**config.mk**
```make
export PLATFORM = sky130hd
export DESIGN_NAME = dfe_cfg_sequencer
export DESIGN_NICKNAME = d
export VERILOG_FILES = /design/src/rtl/dfe_cfg_sequencer.sv
export SDC_FILE = /design/constraint.sdc
export NUM_CORES = 1
export LEC_CHECK = 0
export CELL_PAD_IN_SITES_DETAIL_PLACEMENT = 1
export CELL_PAD_IN_SITES_GLOBAL_PLACEMENT = 1
export CORE_MARGIN = 2
export CORE_UTILIZATION = 35
export CTS_BUF_LIST = sky130_fd_sc_hd__clkbuf_2 sky130_fd_sc_hd__clkbuf_4 sky130_fd_sc_hd__clkbuf_8
export CTS_CLUSTER_SIZE = 10
export DETAILED_ROUTE_END_ITERATION = 8
export HOLD_SLACK_MARGIN = 0.03
export PLACE_DENSITY = 0.73
export SLEW_MARGIN = 20
export SYNTH_ARGS = -nofsm -noshare
export SYNTH_HDL_FRONTEND = slang
export SYNTH_SLANG_ARGS = --single-unit
```
**constraint.sdc**
```tcl
create_clock -name clk -period 3.9 [get_ports clk]
set_input_delay 0.78 -clock clk [delete_from_list [all_inputs] [get_ports clk]]
set_output_delay 0.78 -clock clk [all_outputs]
set_load 0.005 [all_outputs]
```
**src/rtl/dfe_cfg_sequencer.sv**
```systemverilog
// Config-bus programmer for the DFE filter array: streams coefficient words onto the
// master config bus section by section, then optionally reads them back and compares checksums.
module dfe_cfg_sequencer #(
  parameter int COEFF_WIDTH = 20,
  parameter int PDATA_WIDTH = 32,
  parameter int ADDR_WIDTH  = 8,
  parameter int COMP        = 4,
  parameter int N_TAP       = 146,
  parameter int NUM_DENUM   = 5,
  parameter int XFER_GAP    = 2,
  parameter int RD_LAT      = 2
) (
  input  logic                   clk,
  input  logic                   rst,
  input  logic                   start,
  input  logic [3:0]             sect_en,
  input  logic                   verify_en,
  input  logic                   cfg_valid,
  output logic                   cfg_ready,
  input  logic [COEFF_WIDTH-1:0] cfg_data,
  output logic                   MTRANS,
  output logic                   MWRITE,
  output logic [COMP-1:0]        MSELx,
  output logic [ADDR_WIDTH-1:0]  MADDR,
  output logic [COEFF_WIDTH-1:0] MWDATA,
  input  logic [PDATA_WIDTH-1:0] MRDATA,
  output logic                   busy,
  output logic                   done,
  output logic                   err,
  output logic [1:0]             cur_sect
);

  localparam int RD_GAP = (RD_LAT > XFER_GAP) ? RD_LAT : XFER_GAP;

  typedef enum logic [2:0] {
    IDLE   = 3'd0,
    WR     = 3'd1,
    VERIFY = 3'd2,
    DONE   = 3'd3,
    ERR    = 3'd4
  } state_t;

  state_t                 state_reg, state_next;
  logic [3:0]             sect_en_reg;
  logic                   verify_reg;
  logic [1:0]             first_sect_reg;
  logic [1:0]             cur_sect_reg;
  logic [ADDR_WIDTH-1:0]  addr_reg;
  logic                   walk_end_reg;
  logic [3:0]             gap_reg;
  logic [2:0]             lat_reg;
  logic                   pend_reg;
  logic [COEFF_WIDTH-1:0] wr_sum_reg, rd_sum_reg;
  logic                   err_reg;
  logic                   mtrans_reg, mwrite_reg;
  logic [COMP-1:0]        msel_reg;
  logic [ADDR_WIDTH-1:0]  maddr_reg;
  logic [COEFF_WIDTH-1:0] mwdata_reg;

  logic                   ready_c, wr_fire, rd_issue, rd_sample, step, walk_last;
  logic [2:0]             first_in, next_hit;
  logic [COMP-1:0]        sel_c;
  logic [COEFF_WIDTH-1:0] wdata_c;

  // Lowest enabled section index >= from; bit 2 flags that one exists.
  function automatic logic [2:0] find_sect(input logic [3:0] en, input logic [2:0] from);
    logic [2:0] r;
    r = 3'b000;
    for (int i = 3; i >= 0; i--) begin
      if (en[i] && (3'(i) >= from)) r = {1'b1, 2'(i)};
    end
    return r;
  endfunction

  function automatic logic [ADDR_WIDTH-1:0] sect_last(input logic [1:0] s);
    case (s)
      2'd0:       return ADDR_WIDTH'(N_TAP - 1);
      2'd1, 2'd2: return ADDR_WIDTH'(NUM_DENUM - 1);
      default:    return ADDR_WIDTH'(1);
    endcase
  endfunction

  genvar gi;
  generate
    for (gi = 0; gi < COMP; gi++) begin : g_sel
      assign sel_c[gi] = (gi < 4) && (int'(cur_sect_reg) == gi);
    end
  endgenerate

  // Only the low COEFF_WIDTH bits of read data participate in the checksum.
  generate
    if (PDATA_WIDTH > COEFF_WIDTH) begin : g_rd_hi
      logic unused_rdata_hi;
      assign unused_rdata_hi = ^MRDATA[PDATA_WIDTH-1:COEFF_WIDTH];
    end
  endgenerate

  assign first_in  = find_sect(sect_en, 3'd0);
  assign next_hit  = find_sect(sect_en_reg, {1'b0, cur_sect_reg} + 3'd1);
  assign walk_last = (addr_reg == sect_last(cur_sect_reg));
  // CIC R and CTRL registers only hold 5 bits.
  assign wdata_c   = (cur_sect_reg == 2'd3) ? COEFF_WIDTH'(cfg_data[4:0]) : cfg_data;

  always_comb begin
    state_next = state_reg;
    ready_c    = 1'b0;
    rd_issue   = 1'b0;
    rd_sample  = 1'b0;
    case (state_reg)
      IDLE: begin
        if (start) state_next = first_in[2] ? WR : DONE;
      end
      WR: begin
        ready_c = !walk_end_reg && (gap_reg == 4'd0) && !mtrans_reg;
        if (walk_end_reg && (gap_reg == 4'd0) && !mtrans_reg)
          state_next = verify_reg ? VERIFY : DONE;
      end
      VERIFY: begin
        rd_sample = pend_reg && (lat_reg == 3'd0);
        rd_issue  = !walk_end_reg && (gap_reg == 4'd0) && !mtrans_reg &&
                    (!pend_reg || (lat_reg == 3'd0));
        if (walk_end_reg && !pend_reg)
          state_next = (rd_sum_reg == wr_sum_reg) ? DONE : ERR;
      end
      DONE:    state_next = IDLE;
      ERR:     state_next = IDLE;
      default: state_next = IDLE;
    endcase
  end

  assign wr_fire = ready_c && cfg_valid;
  assign step    = wr_fire || rd_issue;

  always_ff @(posedge clk) begin
    if (rst) begin
      state_reg      <= IDLE;
      sect_en_reg    <= 4'd0;
      verify_reg     <= 1'b0;
      first_sect_reg <= 2'd0;
      cur_sect_reg   <= 2'd0;
      addr_reg       <= '0;
      walk_end_reg   <= 1'b0;
      gap_reg        <= 4'd0;
      lat_reg        <= 3'd0;
      pend_reg       <= 1'b0;
      wr_sum_reg     <= '0;
      rd_sum_reg     <= '0;
      err_reg        <= 1'b0;
      mtrans_reg     <= 1'b0;
      mwrite_reg     <= 1'b0;
      msel_reg       <= '0;
      maddr_reg      <= '0;
      mwdata_reg     <= '0;
    end else begin
      state_reg  <= state_next;
      mtrans_reg <= 1'b0;

      if (wr_fire)             gap_reg <= 4'(XFER_GAP);
      else if (rd_issue)       gap_reg <= 4'(RD_GAP);
      else if (gap_reg != 4'd0) gap_reg <= gap_reg - 4'd1;

      if (rd_issue)             lat_reg <= 3'(RD_LAT);
      else if (lat_reg != 3'd0) lat_reg <= lat_reg - 3'd1;

      if (rd_issue)       pend_reg <= 1'b1;
      else if (rd_sample) pend_reg <= 1'b0;

      if (state_reg == IDLE && start) begin
        sect_en_reg    <= sect_en;
        verify_reg     <= verify_en;
        err_reg        <= 1'b0;
        wr_sum_reg     <= '0;
        rd_sum_reg     <= '0;
        first_sect_reg <= first_in[1:0];
        cur_sect_reg   <= first_in[1:0];
        addr_reg       <= '0;
        walk_end_reg   <= 1'b0;
      end

      if (wr_fire) begin
        mtrans_reg <= 1'b1;
        mwrite_reg <= 1'b1;
        msel_reg   <= sel_c;
        maddr_reg  <= addr_reg;
        mwdata_reg <= wdata_c;
        wr_sum_reg <= wr_sum_reg + wdata_c;
      end

      if (rd_issue) begin
        mtrans_reg <= 1'b1;
        mwrite_reg <= 1'b0;
        msel_reg   <= sel_c;
        maddr_reg  <= addr_reg;
      end

      if (rd_sample) rd_sum_reg <= rd_sum_reg + MRDATA[COEFF_WIDTH-1:0];

      // Shared walk over enabled sections for both write and readback passes.
      if (step) begin
        if (walk_last) begin
          addr_reg <= '0;
          if (next_hit[2]) cur_sect_reg <= next_hit[1:0];
          else             walk_end_reg <= 1'b1;
        end else begin
          addr_reg <= addr_reg + ADDR_WIDTH'(1);
        end
      end

      if (state_reg == WR && state_next == VERIFY) begin
        cur_sect_reg <= first_sect_reg;
        addr_reg     <= '0;
        walk_end_reg <= 1'b0;
      end

      if (state_next == ERR) err_reg <= 1'b1;
    end
  end

  assign cfg_ready = ready_c;
  assign MTRANS    = mtrans_reg;
  assign MWRITE    = mwrite_reg;
  assign MSELx     = msel_reg;
  assign MADDR     = maddr_reg;
  assign MWDATA    = mwdata_reg;
  assign busy      = (state_reg == WR) || (state_reg == VERIFY) || (state_reg == DONE);
  assign done      = (state_reg == DONE);
  assign err       = err_reg;
  assign cur_sect  = cur_sect_reg;

endmodule

```
=== Word-level counts from Yosys, hierarchy flattened ===
Index checks and enable logic that the tools add are counted.

* Bits in registers: 104

* Add/sub/neg operators: 6
* $lt $le $gt $ge: 4
* Equality and inequality tests: 13
* Multiplexer cells: 50
* Reductions and logical operators: 40

{| class="wikitable"
|+ Operators with widths
! operator !! count
|-
| 2-to-1 mux 20 bit || 4
|-
| adder 20 bit || 2
|-
| 2-to-1 mux 8 bit || 5
|-
| 2-to-1 mux 3 bit || 12
|-
| 2-to-1 mux 2 bit || 11
|-
| equality test 20 bit || 1
|-
| one-hot mux 8 bit (2 select lines) || 1
|-
| logical AND 1 bit || 14
|-
| 2-to-1 mux 1 bit || 14
|-
| nonzero test 2 bit || 7
|-
| equality test 3 x 2 -> 1 bit (second input constant) || 3
|-
| one-hot mux 3 bit (3 select lines) || 1
|-
| adder 8 x 1 -> 8 bit (second input constant) || 1
|-
| equality test 2 bit (second input constant) || 4
|-
| equality test 8 bit || 1
|-
| 2-to-1 mux 4 bit || 2
|-
| greater-or-equal comparator 1 x 3 -> 1 bit (first input constant) || 2
|-
| greater-or-equal comparator 2 x 3 -> 1 bit (first input constant) || 2
|-
| logical NOT 3 bit || 2
|-
| nonzero test 3 bit || 2
|-
| OR reduction 2 bit || 3
|-
| equality test 2 x 1 -> 1 bit (second input constant) || 2
|-
| logical NOT 2 bit || 2
|-
| logical NOT 4 bit || 1
|-
| other kinds (9) || 14
|}

=== Logic depth before layout (Yosys ltp) ===
* Depth in word-level cells: 11
* Depth in mapped cells: 12
* Gate-level depth less buffers: 11

=== Least setup slack after synthesis ===
No wires, ideal clock.

* Path kind: register -> register
* From: register cur_sect_reg[0] (netlist: cur_sect[0])
* To: register wr_sum_reg[19]
* Arrival: 2.918 ns
* Required time: 3.786 ns
* Path slack: 0.868 ns
* Cell stages (with the launch flop): 13
* Path buffers: 1
* Clock period less this slack: 3.032 ns
* Path through: dfxtp_1 -> ha_1 -> clkbuf_1 -> nor2b_1 -> ha_1 -> a21oi_2 -> a21boi_1 -> a2111oi_4 -> a211oi_2 -> and3_1 -> a221o_1 -> mux2i_1 -> a21o_1

* Word-level cells in the longest chain between the ends: 4

{| class="wikitable"
|+ Ends and longest elaborated chain
! item !! line !! source
|-
| start: declaration || 47 || <nowiki>logic [1:0] cur_sect_reg;</nowiki>
|-
| start signal: assignment || 175 || <nowiki>cur_sect_reg <= first_in[1:0];</nowiki>
|-
| start signal: assignment || 202 || <nowiki>if (next_hit[2]) cur_sect_reg <= next_hit[1:0];</nowiki>
|-
| start signal: assignment || 210 || <nowiki>cur_sect_reg <= first_sect_reg;</nowiki>
|-
| equality test 2 bit || 102 || <nowiki>assign wdata_c = (cur_sect_reg == 2'd3) ? COEFF_WIDTH'(cfg_data[4:0]) : cfg_data;</nowiki>
|-
| 2-to-1 mux 20 bit || 102 ||
|-
| via wdata_c[11] || 63 || <nowiki>logic [COEFF_WIDTH-1:0] wdata_c;</nowiki>
|-
| adder 20 bit || 186 || <nowiki>wr_sum_reg <= wr_sum_reg + wdata_c;</nowiki>
|-
| 2-to-1 mux 20 bit || 180 || <nowiki>if (wr_fire) begin</nowiki>
|-
| end signal: assignment || 186 ||
|-
| end: declaration || 53 || <nowiki>logic [COEFF_WIDTH-1:0] wr_sum_reg, rd_sum_reg;</nowiki>
|}

The timed path passes the listed nets, and every way through them passes these cells.
A chain may end at the register's enable or synchronous reset.

=== Worst setup path after layout ===
* From: input port MRDATA[0]
* To: register rd_sum_reg[18]

* Word-level cells in the longest chain between the ends: 2

{| class="wikitable"
|+ Ends and longest elaborated chain
! item !! line !! source
|-
| start: declaration || 26 || <nowiki>input logic [PDATA_WIDTH-1:0] MRDATA,</nowiki>
|-
| adder 20 bit || 196 || <nowiki>if (rd_sample) rd_sum_reg <= rd_sum_reg + MRDATA[COEFF_WIDTH-1:0];</nowiki>
|-
| 2-to-1 mux 20 bit || 196 ||
|-
| end signal: assignment || 196 ||
|-
| end: declaration || 53 ||
|}

No other way between the ends.

==> results.json <==
{
  "fp.dieH_um": 137.5,
  "synth_edf_count": 0,
  "ant_nets": 0,
  "setup_viol": 0,
  "vias": 5711,
  "yosysMostFrequentCell": "dfxtp_1",
  "cp-start-kind": "input pin",
  "cts_made_buffers": 9,
  "synth.top_cell.area_share": 0.3335,
  "min_period_ns": 3.276,
  "async_reset_ff_frac": 0,
  "ys_types": 64,
  "cts_buffer_depth": 2,
  "rows": 48,
  "ys_top_cells_by_count": "dfxtp_1 (104), nand2_1 (85), a21oi_1 (81)",
  "start_util": 0.3596,
  "drive_above_1_share": 0.05854,
  "p_per_area_nw_per_um2": 319.8,
  "crit_arrival_ns": 3.57,
  "clockPowerShare": 0.348,
  "fmaxAchievable_ghz": 0.3053,
  "cts_setup_buffers": 0,
  "p_int_uw": 1743,
  "crit_chain": "clkdlybuf4s50_1, ha_1, inv_1, fa_1, nor2b_1, o31a_1, o31ai_2, o21a_1, o31ai_2, a31oi_1, xnor2_1, a22o_1",
  "die_w_um": 137.5,
  "port-buffer-count": 88,
  "syn_nets": 863,
  "finalMaxSlewViolations": 0,
  "critical_path_class": "in -> reg",
  "h-tree-depth": 3,
  "finalHoldViolations": 0,
  "cts_tree": "yes",
  "fin_nets": 942,
  "coreArea_sq_um": 17360,
  "power_switching_share": 0.2831,
  "grt_pass1_wl_mm": 29.00,
  "worst_pin_slew_ns": 0.7639,
  "crit_buf_inv": 2,
  "fin_setup_tns_ns": 0,
  "cts_root_buf": "clkbuf_8",
  "routedWlPerCell_um": 16.96,
  "synth_flop_cell": "dfxtp_1",
  "gp_congestion": 0.8481,
  "finClkSkew_ns": 0.02151,
  "hpwl_mm": 13.66,
  "synth.area.top_cells": "dfxtp_1 (33%), ha_1 (9.4%), a21oi_1 (6.5%)",
  "slew_headroom": 0.4889,
  "antenna_found_initial": 0,
  "synth_area_leader_cell": "dfxtp_1",
  "hold_buffers": 0,
  "p_sw_uw": 688.3,
  "maxCapViolations": 0,
  "fin_crit_sh": 0.8400,
  "crit_path_frequent_cell": "o31ai_2",
  "synth_area_sq_um": 6242,
  "grtUsageTotal": 0.1940,
  "grt_pass1_vias": 6016,
  "total_power_uw": 2431,
  "avgSynthCellArea_sq_um": 8.290,
  "crit_fanout": 3,
  "cts_sinks": 104,
  "yosysSeqAreaShare": 0.3335,
  "cts_resized": 0,
  "drt-initial-drc-count": 216,
  "p_seq_frac": 0.466,
  "drc": 0,
  "ys_warn_count": 0,
  "synthCells": 753,
  "end_kind": "flip-flop",
  "cp.required_ns": 4.20,
  "die_area_sq_um": 18920,
  "dr.pass1.iters": 4,
  "p_leak_uw": 0.003072,
  "clock_latency_ns": 0.40,
  "combPwrFrac": 0.186,
  "via_per_inst": 5.378,
  "max_stage_delay_ns": 0.47,
  "ys_ff_latch": 104,
  "clk_pin_slew_ns": 0.10,
  "antenna_cells": 0,
  "final_util": 0.4381,
  "cp_slowest_cell": "clkdlybuf4s50_1",
  "rsz0062_at_grt": "no",
  "synthToLayoutAreaGrowth_pct": 21.81,
  "ioPinCount": 101,
  "hp-class": "reg -> reg",
  "irDropWorstVdd_uv": 164.9,
  "grt_overflow": 0,
  "grt_max_degree": 37,
  "run_status": "finished clean",
  "crit_family": "compound AO/OA/AOI/OAI gates",
  "wl_mm": 18.02
}
-- metal layers --
layer,vias to the layer above,wire length [um],track usage
met5,-,0,0
met4,0,276,0.04639
li1,2841,-,-
met2,88,9415,0.3684
met3,18,699,0.04231
met1,2764,7623,0.2186
-- final timing paths --
| kind | from | end | slack [ns] | cells past startpoint |
|---|---|---|---|---|
| worst max-delay path | MRDATA[0] | rd_sum_reg[18] | 0.62 | 12 |
| worst min-delay path | MWDATA[10] | MWDATA[10] | 0.46 | 2 |
| worst max register to register | cur_sect[0] | wr_sum_reg[19] | 0.70 | 12 |
| worst min register to register | MWDATA[10] | MWDATA[10] | 0.46 | 2 |
-- worst min-delay path: cells and delay by family, from the launching register on --
| kind | cells | cell delay (ns) |
|---|---|---|
| flops | 1 | 0.32 |
| simple gates | 1 | 0.05 |
| compound gates | 1 | 0.05 |
-- area by class of cell --
cell class	count	area, sq um
timing repair buffer	99	958.4
multi-input combinational	604	3981
inverter	14	52.55
clock inverter	6	116.4
tap	225	281.5
sequential	104	2082
fill	2082	9753
clock buffer	10	131.4
-- kinds of logic after synthesis --
| logic type | share of synthesized area |
|---|---|
| compound gates | 0.2215 |
| xor+xnor | 0.07156 |
| fa+ha+maj | 0.1006 |
| buf+inv | 0.02966 |
| flops | 0.3335 |
| mux | 0.02405 |
| simple gates | 0.2191 |
-- power by group through the flow --
stage / logic (uW) / registers (uW) / clock network (uW)
floorplan: 289 / 1150 / 0
global placement: 434 / 1150 / 0
detailed placement: 453 / 1160 / 0
CTS: 457 / 1130 / 872
global route: 505 / 1140 / 905
finish: 453 / 1130 / 845
-- metrics by stage --
step | setup WS [ns] | cells | hold WS (ns) | instance area, sq um
2_1_floorplan | 0.8684 | 753 | 0.4174 | 6242
3_3_place_gp | 0.2928 | 1046 | 0.4321 | 7356
3_5_place_dp | 0.2186 | 1046 | 0.4490 | 7356
4_1_cts | 0.6391 | 1062 | 0.4624 | 7604
5_1_grt | 0.4095 | 1062 | 0.4796 | 7604
6_report | 0.6240 | 1062 | 0.4557 | 7604
-- placed cells by master, fill, tap and decap left out, types with 4 or more instances in the layout --
master and count:
a211oi_1 7, a21o_1 14, a21oi_1 81, a22o_1 18
a31oi_1 13, and2_1 4, and3_1 9, buf_4 11
clkbuf_8 9, clkdlybuf4s50_1 87, dfxtp_1 104, ha_1 47
inv_1 14, mux2i_1 15, nand2_1 85, nand2b_1 11
nand3_1 28, nand3b_1 4, nor2_1 71, nor2b_1 24
nor3_1 11, nor3b_1 4, nor4_1 6, o211ai_1 5
o21a_1 7, o21ai_0 23, o21ai_1 10, o31ai_2 4
or3_1 4, xnor2_1 30, xor2_1 21
No activity file was read; power rests on OpenSTA's default activity.
